**config.mk**
```make
export PLATFORM = sky130hd
export DESIGN_NAME = aes_job_arbiter_flat
export DESIGN_NICKNAME = d
export VERILOG_FILES = /design/src/rtl/aes_job_arbiter_if.sv /design/src/rtl/aes_job_arbiter.sv /design/src/flat_wrapper.sv
export SDC_FILE = /design/constraint.sdc
export NUM_CORES = 1
export LEC_CHECK = 0
export ABC_AREA = 1
export ABC_CLOCK_PERIOD_IN_PS = 3650
export BUFFER_PORTS_ARGS = -buffer_cell sky130_fd_sc_hd__buf_2
export CAP_MARGIN = 30
export CORE_AREA = 5 5 455 457
export CTS_BUF_LIST = sky130_fd_sc_hd__clkbuf_8
export CTS_CLUSTER_SIZE = 16
export DETAILED_ROUTE_END_ITERATION = 16
export DIE_AREA = 0 0 460 462
export GPL_ROUTABILITY_DRIVEN = 0
export PLACE_DENSITY = 0.38
export SLEW_MARGIN = 40
export SYNTH_ARGS = -nofsm -noshare
export SYNTH_HDL_FRONTEND = slang
export SYNTH_SLANG_ARGS = --single-unit
export TNS_END_PERCENT = 1
```
**constraint.sdc**
```tcl
create_clock -name clk -period 3.65 [get_ports clk]
set_input_delay 0.365 -clock clk [delete_from_list [all_inputs] [get_ports clk]]
set_output_delay 0.365 -clock clk [all_outputs]
set_load 0.01 [all_outputs]
```
**src/rtl/aes_job_arbiter_if.sv**
```systemverilog
// aes_job_arbiter_if
//   Bundles the requester-side and core-side signals of aes_job_arbiter.
//   master : the arbiter (drives grants, responses and core controls)
//   slave  : the environment (requesters plus KeyExpansion/Cipher/InvCipher)
// Signals
//   req/req_mode/req_key/req_data   two requester job inputs
//   gnt/rsp_valid/rsp_data/rsp_err  grant and per-job response
//   busy                            arbiter not idle
//   kex_en/kex_key/kex_done         KeyExpansion handshake
//   enc_en/dec_en/core_data         Cipher/InvCipher enables and block
//   enc_done/dec_done/enc_out/dec_out core completion and results
interface aes_job_arbiter_if #(
    parameter int Nk = 4
);
    localparam int K = Nk * 32;

    logic [1:0]     req;
    logic [1:0]     req_mode;
    logic [2*K-1:0] req_key;
    logic [255:0]   req_data;
    logic [1:0]     gnt;
    logic [1:0]     rsp_valid;
    logic [127:0]   rsp_data;
    logic           rsp_err;
    logic           busy;
    logic           kex_en;
    logic [K-1:0]   kex_key;
    logic           kex_done;
    logic           enc_en;
    logic           dec_en;
    logic [127:0]   core_data;
    logic           enc_done;
    logic           dec_done;
    logic [127:0]   enc_out;
    logic [127:0]   dec_out;

    modport master (
        input  req, req_mode, req_key, req_data,
        input  kex_done, enc_done, dec_done, enc_out, dec_out,
        output gnt, rsp_valid, rsp_data, rsp_err, busy,
        output kex_en, kex_key, enc_en, dec_en, core_data
    );

    modport slave (
        output req, req_mode, req_key, req_data,
        output kex_done, enc_done, dec_done, enc_out, dec_out,
        input  gnt, rsp_valid, rsp_data, rsp_err, busy,
        input  kex_en, kex_key, enc_en, dec_en, core_data
    );
endinterface

```
**src/rtl/aes_job_arbiter.sv**
```systemverilog
// aes_job_arbiter
//   Round-robin scheduler letting two requesters share one KeyExpansion,
//   one Cipher and one InvCipher core. Each job carries a key, a mode and
//   one 128-bit block. Key expansion is skipped when the granted key equals
//   the last successfully expanded key. A watchdog aborts a job that waits
//   too long in KEXP or RUN and answers it with rsp_err=1.
// Ports
//   clk  rising-edge clock
//   rst  asynchronous active-low reset
//   bus  aes_job_arbiter_if.master (requesters, responses, core handshakes)
module aes_job_arbiter #(
    parameter int Nk      = 4,
    parameter int Nr      = 10,
    parameter int TIMEOUT = 64
) (
    input  logic                clk,
    input  logic                rst,
    aes_job_arbiter_if.master   bus
);
    localparam int K    = Nk * 32;
    localparam int WD_W = $clog2(TIMEOUT);

    // Nr only has to be consistent with the cores; it is checked, not used.
    generate
        if (TIMEOUT < 2 || Nr < 1) begin : g_param_check
            $error("aes_job_arbiter: TIMEOUT must be >= 2 and Nr >= 1");
        end
    endgenerate

    typedef enum logic [2:0] {
        IDLE = 3'd0,
        LOAD = 3'd1,
        KEXP = 3'd2,
        RUN  = 3'd3,
        RESP = 3'd4
    } state_t;

    state_t            state;
    state_t            state_n;
    logic              win;
    logic              rr_last;
    logic              mode_q;
    logic              cache_valid;
    logic [K-1:0]      cache_key;
    logic [K-1:0]      kex_key_q;
    logic [127:0]      core_data_q;
    logic [127:0]      rsp_data_q;
    logic              rsp_err_q;
    logic [WD_W-1:0]   wd_cnt;

    logic              pick_w;
    logic [K-1:0]      sel_key;
    logic [127:0]      sel_data;
    logic              cache_hit;
    logic              kex_ok;
    logic              run_ok;
    logic              wd_expired;
    logic [1:0]        win_vec;

    // On a tie the requester that was not served last wins.
    assign pick_w    = (bus.req == 2'b10) ? 1'b1 :
                       (bus.req == 2'b11) ? ~rr_last : 1'b0;
    assign sel_key   = win ? bus.req_key[2*K-1:K] : bus.req_key[K-1:0];
    assign sel_data  = win ? bus.req_data[255:128] : bus.req_data[127:0];
    assign cache_hit = cache_valid && (cache_key == sel_key);
    // kex_done may still be high from the previous expansion during the
    // first KEXP cycle, so it is only trusted from the second cycle on.
    assign kex_ok     = (state == KEXP) && bus.kex_done && (wd_cnt != '0);
    assign run_ok     = mode_q ? bus.dec_done : bus.enc_done;
    assign wd_expired = (wd_cnt == WD_W'(TIMEOUT - 1));
    assign win_vec    = win ? 2'b10 : 2'b01;

    always_ff @(posedge clk or negedge rst) begin
        if (!rst) begin
            state <= IDLE;
        end else begin
            state <= state_n;
        end
    end

    always_comb begin
        state_n = state;
        case (state)
            IDLE: if (|bus.req) state_n = LOAD;
            LOAD: state_n = cache_hit ? RUN : KEXP;
            KEXP: begin
                if (kex_ok)          state_n = RUN;
                else if (wd_expired) state_n = RESP;
            end
            RUN:  if (run_ok || wd_expired) state_n = RESP;
            RESP: state_n = IDLE;
            default: state_n = IDLE;
        endcase
    end

    // Datapath: job latching, key cache, watchdog and response capture.
    always_ff @(posedge clk or negedge rst) begin
        if (!rst) begin
            win         <= 1'b0;
            rr_last     <= 1'b1;
            mode_q      <= 1'b0;
            cache_valid <= 1'b0;
            cache_key   <= '0;
            kex_key_q   <= '0;
            core_data_q <= '0;
            rsp_data_q  <= '0;
            rsp_err_q   <= 1'b0;
            wd_cnt      <= '0;
        end else begin
            case (state)
                IDLE: if (|bus.req) win <= pick_w;
                LOAD: begin
                    mode_q      <= bus.req_mode[win];
                    kex_key_q   <= sel_key;
                    core_data_q <= sel_data;
                    rr_last     <= win;
                    rsp_err_q   <= 1'b0;
                    wd_cnt      <= '0;
                end
                KEXP: begin
                    if (kex_ok) begin
                        cache_key   <= kex_key_q;
                        cache_valid <= 1'b1;
                        wd_cnt      <= '0;
                    end else if (wd_expired) begin
                        cache_valid <= 1'b0;
                        rsp_err_q   <= 1'b1;
                        rsp_data_q  <= '0;
                    end else begin
                        wd_cnt <= wd_cnt + WD_W'(1);
                    end
                end
                RUN: begin
                    if (run_ok) begin
                        rsp_data_q <= mode_q ? bus.dec_out : bus.enc_out;
                    end else if (wd_expired) begin
                        cache_valid <= 1'b0;
                        rsp_err_q   <= 1'b1;
                        rsp_data_q  <= '0;
                    end else begin
                        wd_cnt <= wd_cnt + WD_W'(1);
                    end
                end
                default: ;
            endcase
        end
    end

    assign bus.gnt       = (state != IDLE) ? win_vec : 2'b00;
    assign bus.rsp_valid = (state == RESP) ? win_vec : 2'b00;
    assign bus.rsp_err   = (state == RESP) && rsp_err_q;
    assign bus.rsp_data  = rsp_data_q;
    assign bus.busy      = (state != IDLE);
    assign bus.kex_en    = (state == KEXP) && (wd_cnt == '0);
    assign bus.kex_key   = kex_key_q;
    assign bus.enc_en    = (state == RUN) && !mode_q;
    assign bus.dec_en    = (state == RUN) && mode_q;
    assign bus.core_data = core_data_q;
endmodule
```
**src/flat_wrapper.sv**
```systemverilog
// flat-port wrapper written by rule: the top's interface ports become plain ports
module aes_job_arbiter_flat 
#(
    parameter int Nk      = 4,
    parameter int Nr      = 10,
    parameter int TIMEOUT = 64
)
  (clk, rst, bus_req, bus_req_mode, bus_req_key, bus_req_data, bus_kex_done, bus_enc_done, bus_dec_done, bus_enc_out, bus_dec_out, bus_gnt, bus_rsp_valid, bus_rsp_data, bus_rsp_err, bus_busy, bus_kex_en, bus_kex_key, bus_enc_en, bus_dec_en, bus_core_data);
  aes_job_arbiter_if #(.Nk(Nk)) bus_i ();
  input  logic clk;
  input  logic rst;
  input wire logic [$bits(bus_i.req)-1:0] bus_req;
  input wire logic [$bits(bus_i.req_mode)-1:0] bus_req_mode;
  input wire logic [$bits(bus_i.req_key)-1:0] bus_req_key;
  input wire logic [$bits(bus_i.req_data)-1:0] bus_req_data;
  input wire logic [$bits(bus_i.kex_done)-1:0] bus_kex_done;
  input wire logic [$bits(bus_i.enc_done)-1:0] bus_enc_done;
  input wire logic [$bits(bus_i.dec_done)-1:0] bus_dec_done;
  input wire logic [$bits(bus_i.enc_out)-1:0] bus_enc_out;
  input wire logic [$bits(bus_i.dec_out)-1:0] bus_dec_out;
  output wire logic [$bits(bus_i.gnt)-1:0] bus_gnt;
  output wire logic [$bits(bus_i.rsp_valid)-1:0] bus_rsp_valid;
  output wire logic [$bits(bus_i.rsp_data)-1:0] bus_rsp_data;
  output wire logic [$bits(bus_i.rsp_err)-1:0] bus_rsp_err;
  output wire logic [$bits(bus_i.busy)-1:0] bus_busy;
  output wire logic [$bits(bus_i.kex_en)-1:0] bus_kex_en;
  output wire logic [$bits(bus_i.kex_key)-1:0] bus_kex_key;
  output wire logic [$bits(bus_i.enc_en)-1:0] bus_enc_en;
  output wire logic [$bits(bus_i.dec_en)-1:0] bus_dec_en;
  output wire logic [$bits(bus_i.core_data)-1:0] bus_core_data;
  assign bus_i.req = bus_req;
  assign bus_i.req_mode = bus_req_mode;
  assign bus_i.req_key = bus_req_key;
  assign bus_i.req_data = bus_req_data;
  assign bus_i.kex_done = bus_kex_done;
  assign bus_i.enc_done = bus_enc_done;
  assign bus_i.dec_done = bus_dec_done;
  assign bus_i.enc_out = bus_enc_out;
  assign bus_i.dec_out = bus_dec_out;
  assign bus_gnt = bus_i.gnt;
  assign bus_rsp_valid = bus_i.rsp_valid;
  assign bus_rsp_data = bus_i.rsp_data;
  assign bus_rsp_err = bus_i.rsp_err;
  assign bus_busy = bus_i.busy;
  assign bus_kex_en = bus_i.kex_en;
  assign bus_kex_key = bus_i.kex_key;
  assign bus_enc_en = bus_i.enc_en;
  assign bus_dec_en = bus_i.dec_en;
  assign bus_core_data = bus_i.core_data;
  aes_job_arbiter #(.Nk(Nk), .Nr(Nr), .TIMEOUT(TIMEOUT)) u_core (.clk(clk), .rst(rst), .bus(bus_i));
endmodule
```
Yosys cells after proc, flatten, opt, wreduce, memory -nomap -nowiden

Cells that the tools add are included.

Register bits: 526
Output and inout port bits: 393
Logic and storage cells: 83
Latch bits: 0
Bits in writable memories: 0
Bits of input ports: 777
Memories kept: 0
Memory bits (read-only): 0

Shift-type cells: 0
Equality and inequality tests: 13
Divide/modulo/power cells: 0
Muxes and demuxes: 33
Add/subtract/negate cells: 1
Order comparisons: 1
Bitwise gates (word level): 1
Reduce and logical (&&, ||, !) cells: 23
Multiply operators: 0

Operators by type and width:

| kind                                                  | number |
|---|---|
| 2-to-1 mux 128 bit                                    | 6 |
| one-hot mux 128 bit (2 select lines)                  | 1 |
| == test 128 bit                                       | 1 |
| 2-to-1 mux 6 bit                                      | 3 |
| one-hot mux 6 bit (3 select lines)                    | 1 |
| 2-to-1 mux 1 bit                                      | 12 |
| 2-to-1 mux 3 bit                                      | 4 |
| one-hot mux 3 bit (4 select lines)                    | 1 |
| AND reduction 2 bit                                   | 5 |
| logical AND 1 bit                                     | 7 |
| adder 6 x 1 -> 6 bit, second input constant           | 1 |
| == test 3 x 2 -> 1 bit, second input constant         | 2 |
| == test 6 bit, second input constant                  | 1 |
| logical NOT 6 bit                                     | 1 |
| 2-to-1 mux 2 bit                                      | 3 |
| AND reduction 3 bit                                   | 2 |
| nonzero test 3 bit                                    | 2 |
| nonzero test 6 bit                                    | 1 |
| == test 2 bit, second input constant                  | 2 |
| inequality test 2 x 1 -> 1 bit, second input constant | 2 |
| inequality test 2 bit, second input constant          | 2 |
| == test 3 x 1 -> 1 bit, second input constant         | 1 |
| == test 3 bit, second input constant                  | 1 |
| logical NOT 3 bit                                     | 1 |
| 9 further kinds                                       | 9 |

Depth between registers and ports, before layout

Gate-level depths: netlist of the first run.

Word-level depth: 5
Depth in mapped cells: 18
Gate-level depth less buffers: 15

Worst setup path before layout of the first run

No wires, ideal clock.

Path kind: reg-to-reg
Start: reg u_core.wd_cnt[0]
End: reg u_core.rsp_data_q[34] (netlist: u_core.bus.rsp_data[34])
Setup time: 128 ps
Data required time: 3522 ps
Arrival: 1621 ps
Path buffers: 2
Period minus slack after synthesis: 1749 ps
Cell stages (with the launch flop): 11
Setup slack: 1901 ps
Cell sequence: dfrtp_1 inv_1 ha_1 nand3_1 nand3_2 inv_2 a21oi_2 o21a_1 buf_2 buf_4 o32ai_1

Longest elaborated chain between the ends: 4
Elaborated cells between the ends (all ways): 9
Classes of those cells: 2 x eq/ne; 4 x mux; 3 x reduce/logical

Ends and longest elaborated chain:

| element                                                                            | RTL line                                     | source |
|---|---|---|
| from (decl)                                                                        | aes_job_arbiter.sv:49                        | `logic [WD_W-1:0] wd_cnt;` |
| from (signal assigned)                                                             | aes_job_arbiter.sv:130                       | `wd_cnt <= wd_cnt + WD_W'(1);` |
| from (signal assigned)                                                             | aes_job_arbiter.sv:141                       | `wd_cnt <= wd_cnt + WD_W'(1);` |
| == test 6 bit / nonzero test 6 bit (equally long branches)                         | aes_job_arbiter.sv:70, aes_job_arbiter.sv:68 |  |
| 2-to-1 mux 128 bit / logical AND 1 bit (equally long branches)                     | -                                            |  |
| 2-to-1 mux 128 bit (tied with other cells)                                         | -                                            |  |
| one-hot mux 128 bit (2 select lines) / AND reduction 2 bit (equally long branches) | -                                            |  |
| to (signal assigned)                                                               | aes_job_arbiter.sv:135                       | `rsp_data_q <= mode_q ? bus.dec_out : bus.enc_out;` |
| to (decl)                                                                          | aes_job_arbiter.sv:47                        | `logic [127:0] rsp_data_q;` |

Parallel ways exist; a longest one is shown, timed or not. The select of a mux whose other input is x is not followed.
A chain may end at the register's enable or synchronous reset.

Worst setup path in the final report of the first run

Start: reg u_core.state[0]
End: reg u_core.rsp_data_q[69] (netlist: u_core.bus.rsp_data[69])

Longest elaborated chain between the ends: 5
Elaborated cells between the ends (all ways): 8
Classes of those cells: 3 x eq/ne; 1 x mux; 4 x reduce/logical

Ends and longest elaborated chain:

| element                                | RTL line                                      | source |
|---|---|---|
| from (decl)                            | aes_job_arbiter.sv:38                         | `state_t state;` |
| from (signal assigned)                 | aes_job_arbiter.sv:77                         | `state <= state_n;` |
| == test 3 x 2 -> 1 bit                 | aes_job_arbiter.sv:68, aes_job_arbiter.sv:110 |  |
| logical AND 1 bit (2 in series)        | aes_job_arbiter.sv:68                         | `assign kex_ok = (state == KEXP) && bus.kex_done && (wd_cnt != '0);` |
| inequality test 2 bit (no source line) | -                                             |  |
| AND reduction 2 bit (no source line)   | -                                             |  |

Parallel ways exist; a longest one is shown, timed or not.

==> impl_metrics.env, run 1 <==
export IMPL_status="finished clean"
export IMPL_setup_violations=0
export IMPL_hold_depth=5
export IMPL_grt_max_degree=174
export IMPL_synth_warnings=0
export IMPL_period_share_pct=88.3
export IMPL_combPwrFrac_pct=53.6
export IMPL_path_max_fanout=32
export IMPL_grt_pass1_wl_um=237000
export IMPL_clockPowerShare_pct=18.9
export IMPL_die_h_um=462
export IMPL_design_area_um2=45900
export IMPL_drtIter0Drc=1943
export IMPL_vias=31200
export IMPL_synth_cells=3407
export IMPL_insertion_delay_ps=880
export IMPL_synth_seq_cells=526
export IMPL_dpl_hpwl_um=135000
export IMPL_num_io_pins=1170
export IMPL_die_w_um=460
export IMPL_avgSynthCellArea_um2=7.75
export IMPL_worstReg2RegStart="u_core.state[0]$_DFFE_PN0P_"
export IMPL_start_kind="flop"
export IMPL_max_cap_violations=0
export IMPL_pwr_share_seq_pct=27.5
export IMPL_dpl_cell_area_um2=35500
export IMPL_start_util_pct=13.0
export IMPL_worstPathArrival_ps=3920
export IMPL_ys_types=37
export IMPL_postCtsResizedCells=0
export IMPL_p_total_uw=38700
export IMPL_setup_tns_ps=0
export IMPL_wl_um=173000
export IMPL_power_density_nw_per_um2=843
export IMPL_grt_pass1_vias=32200
export IMPL_via_per_inst=3.82
export IMPL_floorplan_rows=166
export IMPL_postCtsSetupBuffers=0
export IMPL_root_buffer="clkbuf_8"
export IMPL_cts_num_sinks=526
export IMPL_die_area_um2=213000
export IMPL_rsz0062_at_grt="no"
export IMPL_worst_pin_slew_ps=850
export IMPL_utilization_pct=22.6
export IMPL_synth_seq_area_share_pct=49.8
export IMPL_avgRoutedWirePerCell_um=21.2
export IMPL_min_path_type="in2reg"
export IMPL_syn_area_um2=26400
export IMPL_p_int_uw=21600
export IMPL_antenna_found_initial=92
export IMPL_critPathCaptureType="flop"
export IMPL_leakagePower_uw=0.0228
export IMPL_fmax_ghz=0.310
export IMPL_r2r_slack_ps=430
export IMPL_fin_nets=6101
export IMPL_cts_path_max_buffers=3
export IMPL_slew_headroom_pct=43.3
export IMPL_drc_errors=0
export IMPL_r2r_end="u_core.bus.rsp_data[69]$_DFFE_PN0P_"
export IMPL_reg2reg_depth=8
export IMPL_dr_pass1_iters=6
export IMPL_fin_crit_ps=3220
export IMPL_critPathRequiredTime_ps=4350
export IMPL_drive_gt1_share_pct=27.1
export IMPL_cts_htree_levels=3
export IMPL_drv_slew=0
export IMPL_critPathKind="reg2reg"
export IMPL_synth_fp_nets=4186
export IMPL_core_area_um2=203000
export IMPL_clk_pin_slew_ps=60
export IMPL_hold_violations=0
export IMPL_tritoncts="yes"
export IMPL_cts_made_buffers=111
export IMPL_ant_nets=0
export IMPL_p_sw_uw=17200
export IMPL_grt_overflow=0
export IMPL_min_to="u_core.bus.kex_key[102]$_DFFE_PN0P_"
export IMPL_port_buffers=1169
export IMPL_hold_start="bus_req_key[230]"
export IMPL_sw_frac_of_total_pct=44.3
export IMPL_peakVddDrop_mv=0.352
export IMPL_grt_usage_pct=15.5
export IMPL_area_growth_pct=73.9
export IMPL_worst_clock_skew_ps=66.4
-- registers in the layout (all words and copies together) (netlist names) --
name                  flops
u_core.state              3
u_core.bus.core_data    128
u_core.bus.rsp_data     128
u_core.rr_last            1
u_core.bus.kex_key      128
u_core.cache_valid        1
u_core.win                1
u_core.wd_cnt             6
u_core.rsp_err_q          1
u_core.mode_q             1
u_core.cache_key        128
-- cell usage after synthesis --
| cell type | count | area, µm² |
|---|---|---|
| a211oi_1 | 1 | 7.51 |
| a21oi_1 | 16 | 80.1 |
| a21oi_2 | 2 | 17.5 |
| and2_1 | 2 | 12.5 |
| buf_1 | 8 | 30.0 |
| buf_2 | 58 | 290 |
| buf_4 | 10 | 75.1 |
| buf_6 | 7 | 78.8 |
| clkbuf_1 | 118 | 443 |
| dfrtp_1 | 525 | 13100 |
| dfstp_2 | 1 | 26.3 |
| ha_1 | 2 | 25.0 |
| inv_1 | 391 | 1470 |
| inv_2 | 6 | 22.5 |
| inv_4 | 1 | 6.26 |
| mux2i_1 | 1 | 10.0 |
| nand2_1 | 955 | 3580 |
| nand3_1 | 85 | 425 |
| nand3_2 | 1 | 10.0 |
| nand3b_1 | 27 | 203 |
| nand4_1 | 11 | 68.8 |
| nor2_1 | 595 | 2230 |
| nor2_2 | 1 | 6.26 |
| nor2_4 | 1 | 11.3 |
| nor3_1 | 9 | 45.0 |
| nor3_2 | 2 | 20.0 |
| o211ai_1 | 2 | 15.0 |
| o21a_1 | 1 | 7.51 |
| o21ai_0 | 272 | 1360 |
| o21ai_1 | 9 | 45.0 |
| o22ai_1 | 3 | 18.8 |
| o31ai_1 | 129 | 968 |
| o32ai_1 | 88 | 771 |
| o32ai_2 | 40 | 651 |
| or2_2 | 1 | 6.26 |
| xnor2_1 | 6 | 52.6 |
| xor2_1 | 20 | 175 |
-- what timing repair did --
action	4_1_cts	5_1_grt
endpoints found under the setup margin	0	0
hold buffers	770	0
endpoints found under the hold margin	912	0
-- worst max-delay path, cell delays in order, from the launching register on --
cell and delay (ps):
dfrtp_1 490, nand2_1 190, nor2_1 230, inv_2 140, nor2_2 410, o21a_4 540
buf_12 290, o32ai_1 110, dlygate4sd3_1 590
-- metal layers --
layer | wire [µm] | track usage [%]
met2 | 84100 | 26.8
met4 | 8400 | 7.19
met5 | 384 | 0
met3 | 16000 | 6.20
met1 | 64300 | 16.7
-- through the flow --
step           setup slack [ps]  cells  hold WS (ps)
6_report                    426   8150           158
5_1_grt                     213   8129          69.1
4_1_cts                     273   8098          24.1
3_5_place_dp                490   7125           379
3_3_place_gp                463   7121           460
2_1_floorplan              1900   3407          69.4
-- cell usage in the layout, fill, tap and decap left out, types with 3 or more instances in the layout --
cell type / n
nand4_1: 11
o32ai_2: 40
inv_6: 3
o21ai_1: 9
nor3_1: 9
o21ai_0: 272
dlygate4sd3_1: 770
buf_12: 21
o22ai_1: 3
a21oi_1: 16
o32ai_1: 88
diode_2: 50
dfrtp_1: 523
inv_2: 5
buf_2: 1168
nand3b_1: 27
clkinvlp_4: 5
nor2_1: 594
xnor2_1: 6
o31ai_1: 129
xor2_1: 20
buf_16: 4
clkbuf_8: 147
nand2_1: 955
inv_1: 418
bufinv_16: 8
buf_4: 39
clkinv_2: 11
nand3_1: 85
-- power by group through the flow --
stage               clock (µW)  sequential (µW)  combinational (µW)
floorplan                    0            11200                8220
global placement             0            10700               17100
detailed placement           0            10700               17200
CTS                       7640            10700               21200
global route              7870            11000               23000
finish                    7310            10700               20800
-- worst max path at each step --
stage | startpoint | end | slack (ps) | cells past startpoint
global route | u_core.state[0]$_DFFE_PN0P_ | u_core.bus.rsp_data[69]$_DFFE_PN0P_ | 210 | 8
global placement | u_core.win$_DFFE_PN0P_ | u_core.state[0]$_DFFE_PN0P_ | 460 | 14
CTS | u_core.state[0]$_DFFE_PN0P_ | u_core.bus.rsp_data[69]$_DFFE_PN0P_ | 270 | 8
finish | u_core.state[0]$_DFFE_PN0P_ | u_core.bus.rsp_data[69]$_DFFE_PN0P_ | 430 | 8
floorplan | u_core.wd_cnt[0]$_DFFE_PN0P_ | u_core.bus.rsp_data[34]$_DFFE_PN0P_ | 1900 | 10
detailed placement | u_core.win$_DFFE_PN0P_ | u_core.state[0]$_DFFE_PN0P_ | 490 | 14
-- area by class of cell --
cell class / instances / area [µm²]
fill: 22800 / 157000
timing repair buffer: 2003 / 14400
sequential: 526 / 13200
multi-input combinational: 2282 / 10900
tap: 2688 / 3360
clock buffer: 147 / 2020
inverter: 398 / 1520
clock inverter: 56 / 483
antenna: 50 / 125
-- cells by family after synthesis --
logic type,Yosys count,share of synthesized area [%]
and+or+nand+nor,1690,25.1
buffers and inverters,599,9.14
AOI/OAI and AO/OA,563,14.9
DFF,526,49.8
xor gates and xnor gates,26,0.862
adders and majority gates,2,0.0947
muxes,1,0.0379
No activity file was read; power rests on OpenSTA's default activity.
==> inputs of run 2 (changes only) <==
--- a/config.mk
+++ b/config.mk
@@ -5,15 +5,14 @@
 export SDC_FILE = /design/constraint.sdc
 export NUM_CORES = 1
 export LEC_CHECK = 0
-export ABC_AREA = 1
 export ABC_CLOCK_PERIOD_IN_PS = 3650
 export BUFFER_PORTS_ARGS = -buffer_cell sky130_fd_sc_hd__buf_2
 export CAP_MARGIN = 30
-export CORE_AREA = 5 5 455 457
+export CORE_AREA = 5 5 450 452
 export CTS_BUF_LIST = sky130_fd_sc_hd__clkbuf_8
 export CTS_CLUSTER_SIZE = 16
 export DETAILED_ROUTE_END_ITERATION = 16
-export DIE_AREA = 0 0 460 462
+export DIE_AREA = 0 0 455 457
 export GPL_ROUTABILITY_DRIVEN = 0
 export PLACE_DENSITY = 0.38
 export SLEW_MARGIN = 40
==> run 2 against run 1 <==
Against the previous run:
- sequential power is essentially flat
- clock skew is 19 ps higher
- worst setup slack worse by 170 ps
- sequential share of layout area increased by 1.6 points
- routed wire length fell by 10%
- non-clock buffer count is 4 lower
- worst hold slack worse by 16 ps
- count of clock-buffer cells in the layout is 18 lower
- core utilization decreased by 0.70 points
- synthesized cell count fell by 35%
- cell area down 5.3%
- highest routed layer unchanged
==> impl_metrics.env, run 2 <==
export IMPL_status="finished clean"
export IMPL_cts_htree_levels=3
export IMPL_synth_fp_nets=2995
export IMPL_p_int_uw=19500
export IMPL_setup_tns_ps=0
export IMPL_max_cap_violations=0
export IMPL_drc_errors=0
export IMPL_critPathCaptureType="flop"
export IMPL_synth_cells=2216
export IMPL_pwr_share_seq_pct=31.2
export IMPL_clockPowerShare_pct=18.8
export IMPL_cts_made_buffers=105
export IMPL_core_area_um2=198000
export IMPL_cts_path_max_buffers=3
export IMPL_synth_seq_cells=526
export IMPL_drtIter0Drc=1393
export IMPL_ys_flop_type="dfrtp_1"
export IMPL_root_buffer="clkbuf_8"
export IMPL_postSynth_asyncResetShare_pct=100
export IMPL_avgRoutedWirePerCell_um=22.4
export IMPL_slew_headroom_pct=41.7
export IMPL_floorplan_rows=164
export IMPL_grt_overflow=0
export IMPL_wl_met1_um=63200
export IMPL_critPathRequiredTime_ps=4300
export IMPL_yosys_area_top_type_share_pct=54.1
export IMPL_dpl_cell_area_um2=33500
export IMPL_design_area_um2=43500
export IMPL_synth_warnings=0
export IMPL_die_w_um=455
export IMPL_seq_area_um2=13200
export IMPL_tritoncts="yes"
export IMPL_vias=25400
export IMPL_grt_max_degree=143
export IMPL_whs_ps=142
export IMPL_leakagePower_uw=0.0201
export IMPL_multi_input_area_um2=10500
export IMPL_synth_seq_area_share_pct=54.3
export IMPL_peakVddDrop_mv=0.487
export IMPL_grt_usage_pct=14.2
export IMPL_die_h_um=457
export IMPL_min_path_type="in2reg"
export IMPL_sw_frac_of_total_pct=42.7
export IMPL_avgSynthCellArea_um2=10.9
export IMPL_critPathKind="reg2reg"
export IMPL_nFillCells=21700
export IMPL_grt_pass1_vias=26800
export IMPL_fin_crit_ps=3390
export IMPL_synth_common_cells="dfrtp_1, mux2i_1, nor2_1"
export IMPL_clk_pin_slew_ps=70
export IMPL_start_util_pct=12.2
export IMPL_met3_length_um=10900
export IMPL_via_per_inst=3.66
export IMPL_synth_area_leader_cell="dfrtp_1"
export IMPL_worstPathArrival_ps=4040
export IMPL_fin_nets=4955
export IMPL_p_sw_uw=14500
export IMPL_num_io_pins=1170
export IMPL_power_density_nw_per_um2=782
export IMPL_rsz0062_at_grt="no"
export IMPL_most_common_layout_cells="buf_2, dlygate4sd3_1, dfrtp_1"
export IMPL_drv_slew=0
export IMPL_port_buffers=1169
export IMPL_wl_um=155000
export IMPL_ys_types=52
export IMPL_die_area_um2=208000
export IMPL_postCtsResizedCells=0
export IMPL_combPwrFrac_pct=50.0
export IMPL_worst_pin_slew_ps=851
export IMPL_area_growth_pct=79.2
export IMPL_antenna_found_initial=47
export IMPL_path_max_fanout=50
export IMPL_grt_pass1_wl_um=210000
export IMPL_dpl_hpwl_um=123000
export IMPL_start_kind="flop"
export IMPL_worst_clock_skew_ps=84.9
export IMPL_cts_num_sinks=526
export IMPL_post_place_ws_ps=275
export IMPL_insertion_delay_ps=850
export IMPL_syn_area_um2=24300
export IMPL_dr_wl_met2_um=75200
export IMPL_layout_setup_ws_ps=259
export IMPL_setup_violations=0
export IMPL_ant_nets=0
export IMPL_dr_pass1_iters=5
export IMPL_hold_violations=0
export IMPL_drive_gt1_share_pct=35.7
export IMPL_period_share_pct=92.9
export IMPL_synth_edf_count=0
export IMPL_final_common_cell="buf_2"
export IMPL_synth_most_common_cell="dfrtp_1"
export IMPL_utilization_pct=21.9
export IMPL_dr_max_layer_used="met5"
export IMPL_fmax_ghz=0.295
export IMPL_yosys_top_cells_area="dfrtp_1, mux2i_1, mux2_2, a21oi_1, nor2_1"
export IMPL_postCtsSetupBuffers=0
==> run 2: final cells by class <==
cell class                 instances  area share, %
multi-input combinational       1537           24.1
sequential                       526           30.3
clock inverter                    57          0.924
tap                             2656           7.64
antenna                           20          0.115
timing repair buffer            1999           32.8
clock buffer                     129           4.08
inverter                           7         0.0604
==> run 2: logic make-up after synthesis <==
family,count (synthesis),share of synthesized area [%]
AND/OR/NAND/NOR,484,8.02
multiplexers,515,21.9
XOR/XNOR,72,2.60
AO/OA/AOI/OAI,464,10.3
flip-flops,526,54.3
adder cells (fa/ha/maj),2,0.103
buffers and inverters,153,2.82
==> run 2: through the flow <==
step	std cells	total power, µW
finish	6931	34000
global placement	5950	25700
CTS	6910	34700
detailed placement	5952	25800
floorplan	2216	18100
global route	6925	36200
==> run 2: worst paths after layout <==
| check | endpoint | startpoint | slack [ps] | cells past startpoint |
|---|---|---|---|---|
| setup reg to reg | u_core.bus.core_data[100]$_DFFE_PN0P_ | u_core.win$_DFFE_PN0P_ | 260 | 6 |
| setup / recovery | u_core.bus.core_data[100]$_DFFE_PN0P_ | u_core.win$_DFFE_PN0P_ | 260 | 6 |
| max in group asynchronous | u_core.cache_key[1]$_DFFE_PN0P_ | rst | 2490 | 3 |
| hold / removal | u_core.bus.kex_key[86]$_DFFE_PN0P_ | bus_req_key[214] | 140 | 3 |
| min in group asynchronous | u_core.bus.rsp_data[109]$_DFFE_PN0P_ | rst | 200 | 2 |
| hold reg to reg | u_core.bus.rsp_data[19]$_DFFE_PN0P_ | u_core.bus.rsp_data[19]$_DFFE_PN0P_ | 470 | 2 |
==> run 2: worst max-delay path, cell delays in order (launching register included) <==
cell and delay [ps]:
dfrtp_4 470, buf_12 250, buf_4 480, buf_4 730, mux2i_1 340, dlygate4sd3_1 630
a21oi_1 80
==> run 2: power groups by stage <==
stage / combinational [µW] / sequential, µW / clock, µW
after floorplan: 7160 / 11000 / 0
after global placement: 15100 / 10600 / 0
after detailed placement: 15200 / 10700 / 0
after CTS: 17300 / 10600 / 6710
after global routing: 18400 / 10900 / 6920
final: 17000 / 10600 / 6390
==> run 2: metal layers <==
metal  up-vias  GRT usage, %
li1      11800             -
met1     12300          17.0
met2      1047          24.4
met3       233          3.78
met4         6          5.07
met5         -             0
==> run 2: repair_timing <==
item / 4_1_cts / 5_1_grt
hold endpoints to repair: 573 / 0
setup endpoints to repair: 0 / 0
hold buffers: 772 / 0
